[config.mk]
export PLATFORM = sky130hd
export DESIGN_NAME = rev_counter_sweep_ctrl
export DESIGN_NICKNAME = d
export VERILOG_FILES = /design/src/rtl/rev_counter_sweep_ctrl.sv
export SDC_FILE = /design/constraint.sdc
export NUM_CORES = 1
export LEC_CHECK = 0
export CORE_AREA = 10 10 122 102
export CTS_BUF_LIST = sky130_fd_sc_hd__clkbuf_2
export CTS_CLUSTER_DIAMETER = 50
export DETAILED_ROUTE_END_ITERATION = 12
export DIE_AREA = 0 0 132 112
export GPL_TIMING_DRIVEN = 1
export HOLD_SLACK_MARGIN = 0.1
export PLACE_DENSITY = 0.9
export SYNTH_ARGS = -nofsm -noshare
export SYNTH_HDL_FRONTEND = slang
export SYNTH_SLANG_ARGS = --single-unit
[constraint.sdc]
create_clock -name clk -period 5.6 [get_ports clk]
set_input_delay 0.84 -clock clk [delete_from_list [all_inputs] [get_ports clk]]
set_output_delay 0.84 -clock clk [all_outputs]
set_load 0.05 [all_outputs]
[src/rtl/rev_counter_sweep_ctrl.sv]
// Direction controller for a free-running reversible counter: drives S so the
// counter sweeps between latched lo/hi limits, counts reversals, flags errors.
module rev_counter_sweep_ctrl #(
  parameter int unsigned W    = 16,
  parameter int unsigned SW_W = 8
) (
  input  logic            clk,
  input  logic            rst_n,
  input  logic            start,
  input  logic            stop,
  input  logic [W-1:0]    lo,
  input  logic [W-1:0]    hi,
  input  logic [SW_W-1:0] sweeps,
  input  logic [W-1:0]    cnt,
  output logic            S,
  output logic            busy,
  output logic            done,
  output logic            err,
  output logic [SW_W-1:0] rev_cnt
);

  localparam int unsigned MIN_SPAN = 3;

  typedef enum logic [2:0] {
    ST_IDLE = 3'd0,
    ST_SEEK = 3'd1,
    ST_UP   = 3'd2,
    ST_DOWN = 3'd3,
    ST_ERR  = 3'd4
  } state_e;

  state_e          state_q, state_d;
  logic            s_q, s_d;
  logic            busy_q, busy_d;
  logic            done_q, done_d;
  logic            err_q, err_d;
  logic [SW_W-1:0] rev_cnt_q, rev_cnt_d;
  logic [W-1:0]    lo_q, lo_d;
  logic [W-1:0]    hi_q, hi_d;
  logic [SW_W-1:0] sweeps_q, sweeps_d;

  logic [W:0]      span_c;
  logic            span_bad_c;
  logic [W-1:0]    hi_m1_c;
  logic [W-1:0]    lo_p1_c;
  logic [SW_W-1:0] rev_inc_c;
  logic            hit_sweeps_c;
  logic            out_of_win_c;

  // Window decode on latched limits; span check uses one extra bit so hi<lo is caught
  always_comb begin
    span_c       = {1'b0, hi} - {1'b0, lo};
    span_bad_c   = span_c[W] || (span_c[W-1:0] < W'(MIN_SPAN));
    hi_m1_c      = hi_q - W'(1);
    lo_p1_c      = lo_q + W'(1);
    rev_inc_c    = rev_cnt_q + SW_W'(1);
    hit_sweeps_c = (sweeps_q != '0) && (rev_inc_c == sweeps_q);
    out_of_win_c = (cnt < lo_q) || (cnt > hi_q);
  end

  // Next-state and registered-output logic
  always_comb begin
    state_d   = state_q;
    s_d       = s_q;
    done_d    = 1'b0;
    rev_cnt_d = rev_cnt_q;
    lo_d      = lo_q;
    hi_d      = hi_q;
    sweeps_d  = sweeps_q;

    if (stop) begin
      state_d = ST_IDLE;
    end else begin
      case (state_q)
        ST_IDLE: begin
          if (start) begin
            lo_d      = lo;
            hi_d      = hi;
            sweeps_d  = sweeps;
            rev_cnt_d = '0;
            state_d   = span_bad_c ? ST_ERR : ST_SEEK;
          end
        end
        ST_SEEK: begin
          if (cnt < lo_q) begin
            s_d = 1'b1;
          end else if (cnt > hi_q) begin
            s_d = 1'b0;
          end else if (cnt < hi_m1_c) begin
            s_d     = 1'b1;
            state_d = ST_UP;
          end else begin
            s_d     = 1'b0;
            state_d = ST_DOWN;
          end
        end
        ST_UP: begin
          if (out_of_win_c) begin
            state_d = ST_ERR;
          end else if (cnt >= hi_m1_c) begin
            s_d       = 1'b0;
            rev_cnt_d = rev_inc_c;
            done_d    = hit_sweeps_c;
            state_d   = hit_sweeps_c ? ST_IDLE : ST_DOWN;
          end
        end
        ST_DOWN: begin
          if (out_of_win_c) begin
            state_d = ST_ERR;
          end else if (cnt <= lo_p1_c) begin
            s_d       = 1'b1;
            rev_cnt_d = rev_inc_c;
            done_d    = hit_sweeps_c;
            state_d   = hit_sweeps_c ? ST_IDLE : ST_UP;
          end
        end
        ST_ERR: begin
          state_d = ST_ERR;
        end
        default: begin
          state_d = ST_IDLE;
        end
      endcase
    end

    busy_d = (state_d == ST_SEEK) || (state_d == ST_UP) || (state_d == ST_DOWN);
    err_d  = (state_d == ST_ERR);
  end

  always_ff @(posedge clk) begin
    if (!rst_n) begin
      state_q   <= ST_IDLE;
      s_q       <= 1'b0;
      busy_q    <= 1'b0;
      done_q    <= 1'b0;
      err_q     <= 1'b0;
      rev_cnt_q <= '0;
      lo_q      <= '0;
      hi_q      <= '0;
      sweeps_q  <= '0;
    end else begin
      state_q   <= state_d;
      s_q       <= s_d;
      busy_q    <= busy_d;
      done_q    <= done_d;
      err_q     <= err_d;
      rev_cnt_q <= rev_cnt_d;
      lo_q      <= lo_d;
      hi_q      <= hi_d;
      sweeps_q  <= sweeps_d;
    end
  end

  assign S       = s_q;
  assign busy    = busy_q;
  assign done    = done_q;
  assign err     = err_q;
  assign rev_cnt = rev_cnt_q;

endmodule

==> impl_results.md, run 1 <==
- Status: complete, no violations
- Tmin final: ~4.4 ns
- Top Family by Delay on Critical Path: simple AND/OR/NAND/NOR gates
- Hold Path Depth: 2
- DP Area: 6220 um2
- CP cell instances: nor4_1 -> nand2_1 -> nor4_1 -> nand2_1 -> nor4_1 -> xnor2_1 -> ha_1 -> nand4_1 -> nor4_1 -> a211oi_1 -> mux2_2 -> nor3_1 -> a21oi_1 -> mux2i_1
- R2r worst-path depth: 14
- Placed cells: around 900
- GP Congestion: between 0.9 and 1
- CP max FO: 7
- Number of synthesized register bits: 55
- Initial Util: 53.8%
- Critical path's largest stage delay: just over 0.6 ns
- Synth cell types: 69
- Routed Antenna Nets: 0
- Tightest Pin Transition: roughly 0.73 ns
- Clock root cell: clkbuf_2
- Worst Min Path Start: lo_q[15]$_SDFFE_PN0P_
- Final std cells w/o fill: approximately 920
- Register area share after synthesis: between 20% and 30%
- Critical path buffers and inverters: 0
- Post-route DRC: 0
- Tcrit/Tclk final: about 80%
- Die area: 14,800 um2
- Worst-Skew Late Latency: approximately 0.44 ns
- Setup slack after layout: 1.22 ns
- Hold Crit Class: reg2reg
- P_sw: about 0.40 mW
- # port buffers: approximately 70
- Final Setup Violations: 0
- Cell mode on critical path: nor4_1
- Worst VDD drop: roughly 120 uV
- RSZ-0062 raised after global routing: false
- Initial antenna violation count: 0
- Post-CTS sizing: 0
- Sequential share of power: slightly below 40%
- Bufs on Longest Clock Path: 2
- Most frequent cell after synthesis: nand2_1
- I/O pins: between 70 and 80
- Per-cell routed wire length: about 16 um
- Synthesis Warnings: 0
- Drt first pass iters: 5
- Post-synth EDFFs: 0
- Vias/cell: roughly 5.8
- Post-Route WL: between 10 and 15 mm
- Largest net degree at the start of global routing: 45
- Fin. max-slew vios: 0
- Antenna cells: 0
- DR vias: between 5,000 and 6,000
- DP Wirelength: 12.2 mm
- Clock skew: between 0.02 and 0.03 ns
- Main area contributors after synthesis: dfxtp_1 (20%), ha_1 (19%), nand2_1 (8.1%), a21oi_1 (6.9%), xnor2_1 (5.8%)
- Synth cell count leaders: nand2_1 (116), ha_1 (83), a21oi_1 (74), inv_1 (62), dfxtp_1 (55)
- # hold bufs at CTS: 0
- Post-Synthesis Mean Instance Area: 7.56 um2
- Rows: 33
- CTS buffer count: 5
- FF-to-FF Start: hi_q[2]$_SDFFE_PN0P_
- Sw frac: a little over a third
- Critical Path AT: about 4.8 ns
- Core area: about 10,000 um2
- Vias in the first global route: 5,155
- Slew HR: between 50% and 60%
- CP Data Required Time: 6.00 ns
- Fin. Hold Viols: 0
- Comb pwr share: 42.4%
- Crit path capture type: register
- Max_cap viols: 0
- Final #Nets: between 900 and 1,000
- Grt total ovfl: 0
- Pre-CTS setup slack: about 1.3 ns
- Pint: 0.700 mW
- CTS tree: done
- Synthesized net count: about 860
- Area delta synth->final: 16.6%
- Die width: roughly 130 um
- Proportion of layout cells with a drive suffix above 1: under 10%
- Type of origin of the critical path: register
- Die Ht: between 100 and 150 um
- Fin util: a little over three fifths
- Top_reg_cell synth: dfxtp_1
- Slowest cell on crit path: nor3_1
- Reg-to-reg slack, setup: 1.22 ns
- Clk pwr share: about a fifth
- CTS Sinks: 55
- Crit Path Class: reg2reg
- Ys async rst share: 0%
- Worst R2R End: rev_cnt[4]$_SDFFE_PN0P_
- Cell taking the most area after synthesis: dfxtp_1
- Sink of the worst hold path: lo_q[15]$_SDFFE_PN0P_
- First-pass GRT wire length: ~24 mm
- DRT iter0 DRCs: ~410
- H-tree levels: 2
- Mapped cell area: 5400 um2
- Lkg Pwr: 2.41 nW
- Fmax: approximately 230 MHz
- Post-CTS setup buffers: 0
- Design area: ~6300 um2
- Overall Global Routing Usage: between 10% and 20%
- Setup TNS: 0 ns
- Post-synth top area share: between 20% and 30%
- Clk pin slew, worst setup/hold paths: 0.28 ns
- Syn Inst Count: approximately 710
- Hold Slack: roughly 0.48 ns
- Power per cell area: 175 nW/um2
- Total power draw: around 1.1 mW
==> power groups by stage <==
stage,logic [mW],clock network (mW),registers (mW)
after floorplan,0.330,0,0.431
after global placement,0.452,0,0.437
after detailed placement,0.461,0,0.437
after CTS,0.463,0.206,0.430
after global routing,0.529,0.220,0.433
final,0.468,0.205,0.431
==> layout make-up <==
type | count | area, um2
clock buffers | 6 | 30.0
clock inverters | 2 | 38.8
fillers | 930 | 3740
inverters | 63 | 236
multi-input cells | 577 | 3980
flip-flops and latches | 55 | 1100
well taps | 140 | 175
repair buffers | 74 | 733
==> placed cells by master, fill, tap and decap left out, drive strengths merged, types with 15 or more instances in the layout <==
cell type / netlist / final
xnor2: 36 / 36
ha: 83 / 83
nand3: 25 / 25
nand4: 15 / 15
dfxtp: 55 / 55
nor3: 19 / 19
clkdlybuf4s50: 0 / 71
nor2: 29 / 29
inv: 62 / 63
nand2: 117 / 117
a21oi: 74 / 74
a21o: 18 / 18
o21ai: 25 / 25
==> how the worst max path moves through the flow <==
| stage | startpoint | to | slack (ns) | depth (start not counted) |
|---|---|---|---|---|
| 2_1_floorplan | hi_q[2]$_SDFFE_PN0P_ | rev_cnt[6]$_SDFFE_PN0P_ | 1.92 | 14 |
| 3_3_place_gp | lo[1] | busy$_SDFF_PN0_ | 1.39 | 12 |
| 3_5_place_dp | lo[0] | busy$_SDFF_PN0_ | 1.30 | 13 |
| 4_1_cts | hi_q[2]$_SDFFE_PN0P_ | rev_cnt[4]$_SDFFE_PN0P_ | 1.30 | 14 |
| 5_1_grt | hi_q[2]$_SDFFE_PN0P_ | rev_cnt[3]$_SDFFE_PN0P_ | 0.59 | 14 |
| 6_report | hi_q[2]$_SDFFE_PN0P_ | rev_cnt[4]$_SDFFE_PN0P_ | 1.22 | 14 |
==> kinds of logic (layout without fill, tap and decap cells) <==
| kind of cell | Yosys count | count (layout) | share of synthesized area, % |
|---|---|---|---|
| mux | 4 | 4 | 0.788 |
| flops | 55 | 55 | 20.4 |
| compound gates | 192 | 192 | 24.0 |
| simple gates | 252 | 252 | 21.9 |
| xor+xnor | 45 | 45 | 7.31 |
| buf+inv | 82 | 145 | 5.96 |
| fa+ha+maj | 84 | 84 | 19.6 |
==> per-layer routing <==
layer | global-route usage, % | wire (um)
met1 | 25.7 | 6950
met4 | 4.74 | 229
met2 | 31.5 | 6460
met3 | 3.23 | 936
met5 | 0 | 0
==> sequential cells by signal (all words and copies together), names as in the netlist <==
register / flops
S: 1
lo_q: 16
err: 1
state_q: 3
sweeps_q: 8
busy: 1
done: 1
rev_cnt: 8
hi_q: 16
==> tightest hold or removal path, stage by stage (launching register included) <==
cell     delay [ns]
dfxtp_1        0.38
nand2_1        0.05
a21oi_1        0.05
Power figures use the tool's default switching activity.
==> run 2: changes to the inputs <==
CORE_AREA = 10 10 125 105   (was 10 10 122 102)
DIE_AREA = 0 0 135 115   (was 0 0 132 112)
PLACE_DENSITY = 0.89   (was 0.9)
clock period = 3.8 ns   (was 5.6 ns; I/O delays follow)
==> run 2 against run 1 <==
Effect of this change:
- design area is 5.9% higher
- worst setup slack worse by 1.1 ns
- critical endpoint is now rev_cnt[6]$_SDFFE_PN0P_
- sequential share of layout area decreased by 0.94 points
- sequential power increased by 46%
- largest power group unchanged
- largest cell class unchanged
- combinational power grew 66%
==> impl_results.md, run 2 (synthesized netlist as in run 1, its figures left out) <==
- CP Data Required Time: 4.24 ns (-1.76 ns)
- Die width: 135 um (+2.3%)
- I/O pins: 72 (unchanged)
- Per-cell routed wire length: 16.7 um (+5.0%)
- CP max FO: 4 (-3)
- Area of the multi-input gates: 4060 um2 (+2.1%)
- Worst VDD drop: 162 uV (+31%)
- Clk pin slew, worst setup/hold paths: 0.30 ns (+0.02 ns)
- Clock root cell: clkbuf_2
- Routed Antenna Nets: 0 (unchanged)
- Die Ht: 115 um (+2.7%)
- Antenna cells: 0 (unchanged)
- Max_cap viols: 0 (unchanged)
- Slew HR: 65.3% (+15 points)
- Hold Crit Class: reg2reg
- Post-Route WL: 16.0 mm (+10%)
- GP Congestion: 0.957 (+0.10%)
- Final #Nets: 960 (+4.3%)
- DR vias: 5,614 (+6.3%)
- Overall Global Routing Usage: 19.7% (+0.48 points)
- Clock skew: 0.0251 ns (-0.00218 ns)
- Tmin final: 3.64 ns (-0.732 ns)
- Post-route DRC: 0 (unchanged)
- Worst-Skew Late Latency: 0.47 ns (+0.03 ns)
- Crit path capture type: register
- Most common cell after layout, fill and taps aside: nand2_1
- Area delta synth->final: 23.6%
- # port buffers: 71 (unchanged)
- Most frequent cells in the layout: nand2_1 (116), ha_1 (83), a21oi_1 (73)
- Tcrit/Tclk final: 95.9% (+18 points)
- Grt total ovfl: 0 (unchanged)
- Type of origin of the critical path: register
- Core area: 10,600 um2 (+5.6%)
- Design area: 6670 um2 (+5.9%)
- Fin. max-slew vios: 0 (unchanged)
- Lkg Pwr: 2.63 nW (+9.0%)
- Drt first pass iters: 5 (unchanged)
- Tightest Pin Transition: 0.520 ns (-0.214 ns)
- Initial antenna violation count: 0 (unchanged)
- DP Area: 6530 um2 (+4.9%)
- Rows: 34 (+3.0%)
- Vias in the first global route: 5,355 (+3.9%)
- Pre-CTS setup slack: -0.0679 ns (-1.37 ns)
- Power per cell area: 248 nW/um2 (+42%)
- First-pass GRT wire length: 25.7 mm (+5.0%)
- Fill count: 888 (-4.5%)
- Fin. Hold Viols: 0 (unchanged)
- Proportion of layout cells with a drive suffix above 1: 9.67% (+6.5 points)
- Die area: 15,500 um2 (+5.0%)
- DP Wirelength: 13.3 mm (+8.6%)
- Largest net degree at the start of global routing: 45 (unchanged)
- FF+latch area: 1100 um2 (+0.23%)
- CTS Sinks: 55 (unchanged)
- DRT iter0 DRCs: 481 (+19%)
- Fin util: 62.9% (+0.22 points)
- Biggest regs: hi_q x16, lo_q x16
- Crit Path Class: reg2reg
- Bufs on Longest Clock Path: 2 (unchanged)
- Initial Util: 50.9% (-2.8 points)
- Critical Path AT: 4.08 ns (-0.70 ns)
- Fmax: 274 MHz (+20%)
- CTS buffer count: 5 (unchanged)
- Vias/cell: 5.84 (+1.5%)
- Status: complete, no violations
- Reg-to-reg slack, setup: 0.16 ns (-1.07 ns)
- Total power draw: 1.66 mW (+50%)
- H-tree levels: 2 (unchanged)
- Setup slack after layout: 0.156 ns (-1.07 ns)
- CTS tree: done
- Final Setup Violations: 0 (unchanged)
==> run 2: critical path: stages (launching register included) <==
cell	delay [ns]
dfxtp_2	0.43
ha_1	0.18
nand4_1	0.22
nand2b_1	0.25
xnor2_1	0.18
ha_1	0.26
a21o_1	0.18
a221o_1	0.37
a221oi_2	0.32
a21oi_2	0.15
mux2_2	0.33
or3_1	0.37
or3_1	0.31
o21ai_1	0.07
==> run 2: area by class of cell <==
type / instances / share of cell area (%)
timing repair buffer: 114 / 15.5
sequential: 55 / 16.6
multi-input combinational: 577 / 60.9
clock buffer: 5 / 0.375
inverter: 63 / 3.55
tap: 144 / 2.70
clock inverter: 3 / 0.413
==> run 2: repair_timing <==
action	in CTS	in global routing
cloned	0	0
pin swaps	0	2
setup buffers	0	0
setup endpoints to repair	2	13
gates resized for setup	2	14
hold buffers	0	0
==> run 2: through the flow <==
stage	cells	hold slack, ns	setup TNS [ns]
4_1_cts	961	0.484	0
6_report	961	0.489	0
5_1_grt	961	0.506	-0.0404
3_5_place_dp	953	0.456	-0.304
3_3_place_gp	953	0.446	-0.157
2_1_floorplan	714	0.436	0
==> run 2: final timing paths <==
kind | startpoint | to | cells after the start
min | lo_q[15]$_SDFFE_PN0P_ | lo_q[15]$_SDFFE_PN0P_ | 2
max | lo_q[1]$_SDFFE_PN0P_ | rev_cnt[6]$_SDFFE_PN0P_ | 13
min reg2reg | lo_q[15]$_SDFFE_PN0P_ | lo_q[15]$_SDFFE_PN0P_ | 2
max reg2reg | lo_q[1]$_SDFFE_PN0P_ | rev_cnt[6]$_SDFFE_PN0P_ | 13
==> run 2: power by group <==
part / total (mW) / internal (mW) / switching [mW] / leakage, nW
Clock: 0.250 / 0.0514 / 0.199 / 0.0311
Combinational: 0.776 / 0.356 / 0.420 / 2.15
Sequential: 0.629 / 0.603 / 0.0260 / 0.449
==> run 2: layer usage <==
| metal | track usage [%] | wire (um) |
|---|---|---|
| met1 | 26.7 | 7330 |
| met2 | 32.2 | 7230 |
| met3 | 3.44 | 1270 |
| met4 | 4.30 | 216 |
| met5 | 0 | 0 |
==> run 3: changes to the inputs <==
SLEW_MARGIN = 20   (was not set)
==> results of run 3 <==
Same layout as run 2: the final DEF is identical, and so are final timing and power.
